File: src/rtl/cond_check.sv
// Registered compare-and-condition unit: produces {N,Z,C,V} flags and a condition result.
// Optional COND_CHECK_UNSIGNED_EN adds a uns input for unsigned GT/LT.
module cond_check #(
  parameter int WIDTH = 16
) (
  input  logic             clk,
  input  logic             rst_n,
  input  logic             in_valid,
  input  logic [WIDTH-1:0] in1,
  input  logic [WIDTH-1:0] in2,
  input  logic [1:0]       cond,
`ifdef COND_CHECK_UNSIGNED_EN
  input  logic             uns,
`endif
  output logic [3:0]       flag,
  output logic             out,
  output logic             out_valid
);

  localparam logic [1:0] CC_EQ = 2'b00;
  localparam logic [1:0] CC_NE = 2'b01;
  localparam logic [1:0] CC_GT = 2'b10;
  localparam logic [1:0] CC_LT = 2'b11;

  logic [WIDTH:0]   sum;
  logic [WIDTH-1:0] res;
  logic             n_flag;
  logic             z_flag;
  logic             c_flag;
  logic             v_flag;
  logic             gt_s;
  logic             lt_s;
  logic             gt_d;
  logic             lt_d;
  logic             res_d;
  logic [3:0]       flag_d;

  logic [3:0]       flag_q;
  logic             out_q;
  logic             vld_q;
  logic             arm_q;
  logic             cap;

  // Subtract as in1 + ~in2 + 1 so bit WIDTH is the true carry out.
  always_comb begin
    sum    = {1'b0, in1} + {1'b0, ~in2} + {{WIDTH{1'b0}}, 1'b1};
    res    = sum[WIDTH-1:0];
    n_flag = res[WIDTH-1];
    z_flag = ~|res;
    c_flag = sum[WIDTH];
    v_flag = (in1[WIDTH-1] ^ in2[WIDTH-1])
           & (res[WIDTH-1] ^ in1[WIDTH-1]);
    flag_d = {n_flag, z_flag, c_flag, v_flag};
  end

  always_comb begin
    gt_s = ~z_flag & (n_flag == v_flag);
    lt_s = (n_flag != v_flag);
    gt_d = gt_s;
    lt_d = lt_s;
`ifdef COND_CHECK_UNSIGNED_EN
    if (uns) begin
      gt_d = c_flag & ~z_flag;
      lt_d = ~c_flag;
    end
`endif
  end

  always_comb begin
    res_d = 1'b0;
    unique case (cond)
      CC_EQ: res_d = z_flag;
      CC_NE: res_d = ~z_flag;
      CC_GT: res_d = gt_d;
      CC_LT: res_d = lt_d;
      default: res_d = 1'b0;
    endcase
  end

  // arm_q blocks capture on the first edge after reset release.
  assign cap = in_valid & arm_q;

  always_ff @(posedge clk or negedge rst_n) begin
    if (!rst_n) begin
      arm_q  <= 1'b0;
      flag_q <= 4'b0000;
      out_q  <= 1'b0;
      vld_q  <= 1'b0;
    end else begin
      arm_q <= 1'b1;
      vld_q <= cap;
      if (cap) begin
        flag_q <= flag_d;
        out_q  <= res_d;
      end
    end
  end

  assign flag      = flag_q;
  assign out       = out_q;
  assign out_valid = vld_q;

endmodule

File: config.mk
export PLATFORM = sky130hd
export DESIGN_NAME = cond_check
export DESIGN_NICKNAME = d
export VERILOG_FILES = /design/src/rtl/cond_check.sv
export SDC_FILE = /design/constraint.sdc
export NUM_CORES = 1
export LEC_CHECK = 0
export CAP_MARGIN = 20
export CORE_MARGIN = 1.5
export CORE_UTILIZATION = 35
export CTS_CLUSTER_DIAMETER = 80
export DETAILED_ROUTE_END_ITERATION = 16
export GPL_TIMING_DRIVEN = 0
export HOLD_SLACK_MARGIN = 0.15
export PLACE_DENSITY_LB_ADDON = 0.15
export SETUP_SLACK_MARGIN = 0.2
export SYNTH_ARGS = -nofsm -noshare
export SYNTH_HDL_FRONTEND = slang
export SYNTH_SLANG_ARGS = --single-unit
File: constraint.sdc
create_clock -name clk -period 1.36 [get_ports clk]
set_input_delay 0.204 -clock clk [delete_from_list [all_inputs] [get_ports clk]]
set_output_delay 0.204 -clock clk [all_outputs]
set_load 0.02 [all_outputs]
# [Word level (Yosys, flattened, before mapping)]
# Cells that the tools add are included.
[totals] reg_bits=7 in_bits=37 output_inout_bits=6 elab_cells=21
[classes] addsub=2 eq_ne=5 n_mux=1 bitwise_logic=6 n_reduce_logical=3
[ops] operator="16-bit by 16-bit adder with 17-bit output" n=1
[ops] operator="17-bit by 1-bit adder with 17-bit output (second input constant)" n=1
[ops] operator="16-bit NOT" n=1
[ops] operator="16-bit OR reduction" n=1
[ops] operator="2-bit == test (second input constant)" n=2
[ops] operator="1-bit one-hot mux with 4 select lines" n=1
[ops] operator="1-bit bitwise AND" n=3
[ops] operator="2-bit by 1-bit == test with 1-bit output (second input constant)" n=1
[ops] operator="2-bit zero test" n=1
[ops] operator="1-bit XOR" n=2
[ops] operator="1-bit == test" n=1
[ops] operator="1-bit zero test" n=1
[ops] operator="1-bit != test" n=1

# [Logic depth before layout (Yosys ltp)]
[depth] ltp_word=8 mapped_depth=18 ltp_nobuf=17

# [Worst setup path after synthesis]
# OpenSTA, ideal clock, no wires.
[synth_timing] path_type="input -> register" startpoint="in in2[8]" endpoint="reg out_q, in the netlist out" setup_time_ns=0.087 t_arrival_ns=3.462 required_ns=1.273 path_slack_ns=-2.189 path_stages=18 path_buffers=1 path_cell_list="inv_1 ha_1 clkbuf_1 a21o_1 nand3_1 and2_1 o21ai_0 a31o_2 a21oi_1 o21ai_0 a21oi_1 fa_1 o2111ai_1 nor4_1 o2111ai_1 a311o_1 or3_1 o211ai_1"
[synth_between] elab_chain_cells=8
[synth_rtl] item="start, declared" line_no="10" rtl="input logic [WIDTH-1:0] in2,"
[synth_rtl] item="16-bit NOT *" line_no="46" rtl="sum = {1'b0, in1} + {1'b0, ~in2} + {{WIDTH{1'b0}}, 1'b1};"
[synth_rtl] item="16-bit by 16-bit adder with 17-bit output *" line_no="46"
[synth_rtl] item="17-bit by 1-bit adder with 17-bit output *" line_no="46"
[synth_rtl] item="1-bit XOR" line_no="52" rtl="& (res[WIDTH-1] ^ in1[WIDTH-1]);"
[synth_rtl] item="1-bit bitwise AND" line_no="52"
[synth_rtl] item="1-bit == test" line_no="57" rtl="gt_s = ~z_flag & (n_flag == v_flag);"
[synth_rtl] item="1-bit bitwise AND" line_no="57"
[synth_rtl] item="1-bit one-hot mux with 4 select lines *" line_no="71" rtl="unique case (cond)"
[synth_rtl] item="end signal, assigned" line_no="94" rtl="out_q <= res_d;"
[synth_rtl] item="end, declared" line_no="39" rtl="logic out_q;"
# Every way passes the cells marked *; elsewhere a longest branch is shown, timed or not.
# A chain may end at the register's enable or synchronous reset.

# [Worst setup path after layout]
[layout_timing] startpoint="in in1[6]" endpoint="reg out_q, in the netlist out"
[layout_between] elab_chain_cells=7
[layout_rtl] item="start, declared" line_no="9" rtl="input logic [WIDTH-1:0] in1,"
[layout_rtl] item="16-bit by 16-bit adder with 17-bit output *" line_no="46"
[layout_rtl] item="17-bit by 1-bit adder with 17-bit output *" line_no="46"
[layout_rtl] item="1-bit XOR" line_no="52"
[layout_rtl] item="1-bit bitwise AND" line_no="52"
[layout_rtl] item="1-bit == test" line_no="57"
[layout_rtl] item="1-bit bitwise AND" line_no="57"
[layout_rtl] item="1-bit one-hot mux with 4 select lines *" line_no="71"
# Marks and branches as above.

==> impl_metrics.yaml <==
cts:
  cts_max_level: 1
  cts_tree: "built"
  hold_buffers: 0
  clkLatencyLatePin_ps: 230
  path_clk_slew_ps: 40
  cts-root-buf: "clkbuf_8"
  clkSinkCount: 7
  numCtsBuffers: 3
  clock_path_buffers: 2
synthesis:
  ys_seq_area_frac: 0.135
  synth-main-ff-cell: "dfrtp_1"
  synth_area_leader_cell: "ha_1"
  yosys_warnings: 0
  syn-num-nets: 231
  synth_edf_count: 0
  synth.distinct_cells: 47
  synth_area_per_cell_um2: 7.38
  syn_inst: 176
  synthArstFlopShare: 1.00
  ys_ff_latch: 7
  synth_area_leaders: "ha_1 (15%), dfrtp_1 (13%), inv_1 (6.4%)"
  synth_top_area_frac: 0.154
  synth_area_um2: 1300
global_routing:
  grt_max_degree: 11
  antenna_found_initial: 0
  overflow: 0
  track_usage: 0.218
  grt_pass1_vias: 1616
  grt_pass1_wl_mm: 7.13
final_layout:
  final_nets: 304
  final_area_um2: 2230
  n_antenna_cell: 0
  drive_above_1_share: 0.367
  area_delta_synth_final_pct: 71.6
detailed_routing:
  first_pass_iters: 4
  wl_mm: 4.23
  drc_errors: 0
  drt-vias-per-instance: 5.38
  wl_per_cell_um: 14.4
  drtIter0Drc: 65
  num_vias: 1583
  antenna_left: 0
die:
  die_w_um: 63.9
  start_util: 0.377
  io-pin-count: 43
  die_h_um: 63.9
  die-area_um2: 4090
  coreArea_um2: 3440
  core.rowCount: 21
pwr:
  p_per_area_nw_per_um2: 660
  total_power_mw: 1.47
  leakagePower_nw: 0.982
  ir_worst_vdd_v: 0.000475
timing:
  worst_slack_ps: -2010
  hold_viol: 0
  setup_viol: 5
  maxSlewViolCount: 0
  fin_skew_ps: 2.31
  finalCritPeriodShare: 2.48
  fin_crit_ps: 3370
  max_freq_mhz: 297
  rsz0062_at_grt: "true"
critical_path:
  cp-start-kind: "input pin"
  worstPathRequired_ps: 1500
  cp_max_fo: 3
  cp.arrival_ps: 3510
  cp-end-kind: "flop"
  crit_type: "in2reg"
placed_design:
  io_buffers: 42
  place_area_um2: 1850
  place_congestion: 0.817
  dp_hpwl_mm: 2.87
outcome:
  violations: "negative setup slack"
  status: "finished with violations"
flow_run:
  drv_cap: 0
worst_hold_path:
  hold_path_class: "in2async"
-- critical path: stages --
cell             delay (ps)
clkdlybuf4s50_1         450
ha_4                    290
nor2_2                   50
o21ai_2                 130
a31o_4                  170
a21oi_2                  50
o21ai_1                 160
a21oi_2                  90
fa_2                    610
o2111ai_2               100
nor4_1                  200
o2111ai_1               160
a311o_1                 310
or3_4                   380
o211ai_1                160
-- synth_stat cells (all sizes together) (2+ instances only) --
cell type and instances:
a211oi 3, o31a 2, a211o 2, clkbuf 2
a21o 3, o211ai 3, o21ai 16, a2111oi 2
nand3 6, a21oi 10, nand2 15, fa 2
o31ai 2, ha 16, o2111ai 4, nor2b 5
o21a 5, xor2 2, or3 2, nor2 15
buf 3, inv 23, dfrtp 7, mux2i 2
nor3b 2, nand2b 5
-- layout make-up --
type,instances,area (um^2)
fill,327,1210
sequential,7,175
multi-input combinational,141,1240
clock buffer,4,45.0
inverter,23,98.8
buffer,5,51.3
timing repair buffer,68,556
tap,46,57.6
-- timing repair --
action,4_1_cts,5_1_grt
pin swaps,36,19
endpoints found under the setup margin,11,6
resized for setup,103,9
cloned,0,0
setup buffers,21,5
-- cell families (layout without fill, tap and decap cells) --
kind of cell / after synthesis / count (layout) / synth area share
flops: 7 / 7 / 0.135
simple gates: 57 / 57 / 0.223
other cells: 1 / 1 / 0.00289
buf+inv: 28 / 100 / 0.0838
fa+ha+maj: 18 / 18 / 0.185
mux: 2 / 2 / 0.0154
xor+xnor: 2 / 2 / 0.0135
compound gates: 61 / 61 / 0.342
-- state kept, by name, indices dropped and copies added (netlist names) --
name       flops
arm_q          1
out            1
flag           4
out_valid      1
-- final timing paths --
path                       startpoint        end  slack (ps)  cells past startpoint
max in group asynchronous       rst_n    flag[2]         860                      1
hold reg to reg               flag[3]    flag[3]         470                      2
setup reg to reg                arm_q        out          70                      5
min in group clk              flag[3]    flag[3]         470                      2
setup / recovery               in1[6]        out       -2010                     15
hold / removal                  rst_n  out_valid         250                      1
-- per-layer routing --
metal	share of wire	wire, um	GRT usage
met3	0.039	166	0.0317
met5	0	0	0
met1	0.43	1840	0.263
met2	0.51	2160	0.402
met4	0.017	70	0.0489
-- metrics by stage --
step	setup WS (ps)	std cells	setup TNS, ps	util	hold slack (ps)
2_1_floorplan	-1920	176	-6760	-	-91.6
3_3_place_gp	-3050	264	-11710	0.538	466
3_5_place_dp	-3060	264	-11810	0.538	479
4_1_cts	-2130	289	-7580	0.638	253
5_1_grt	-2080	294	-8250	0.647	262
6_report	-2010	294	-7670	0.647	249
-- layout by cell type, fill, tap and decap left out, types with 7 or more instances in the layout --
| cell | instances |
|---|---|
| clkdlybuf4s50_1 | 15 |
| buf_2 | 9 |
| nand2_1 | 14 |
| o21ai_0 | 10 |
| nor2_1 | 14 |
| dlygate4sd2_1 | 12 |
| inv_1 | 11 |
| ha_4 | 11 |
| inv_2 | 11 |
| buf_4 | 25 |
| dfrtp_1 | 7 |
| a21oi_1 | 7 |
-- power by group --
part / switching [mW] / internal [mW] / leakage [nW]
sequential: 0.0106 / 0.234 / 0.0877
clock: 0.0841 / 0.202 / 0.0228
combinational: 0.458 / 0.482 / 0.872
total: 0.552 / 0.918 / 0.982
Note: power is estimated with default switching activity, not from simulation.
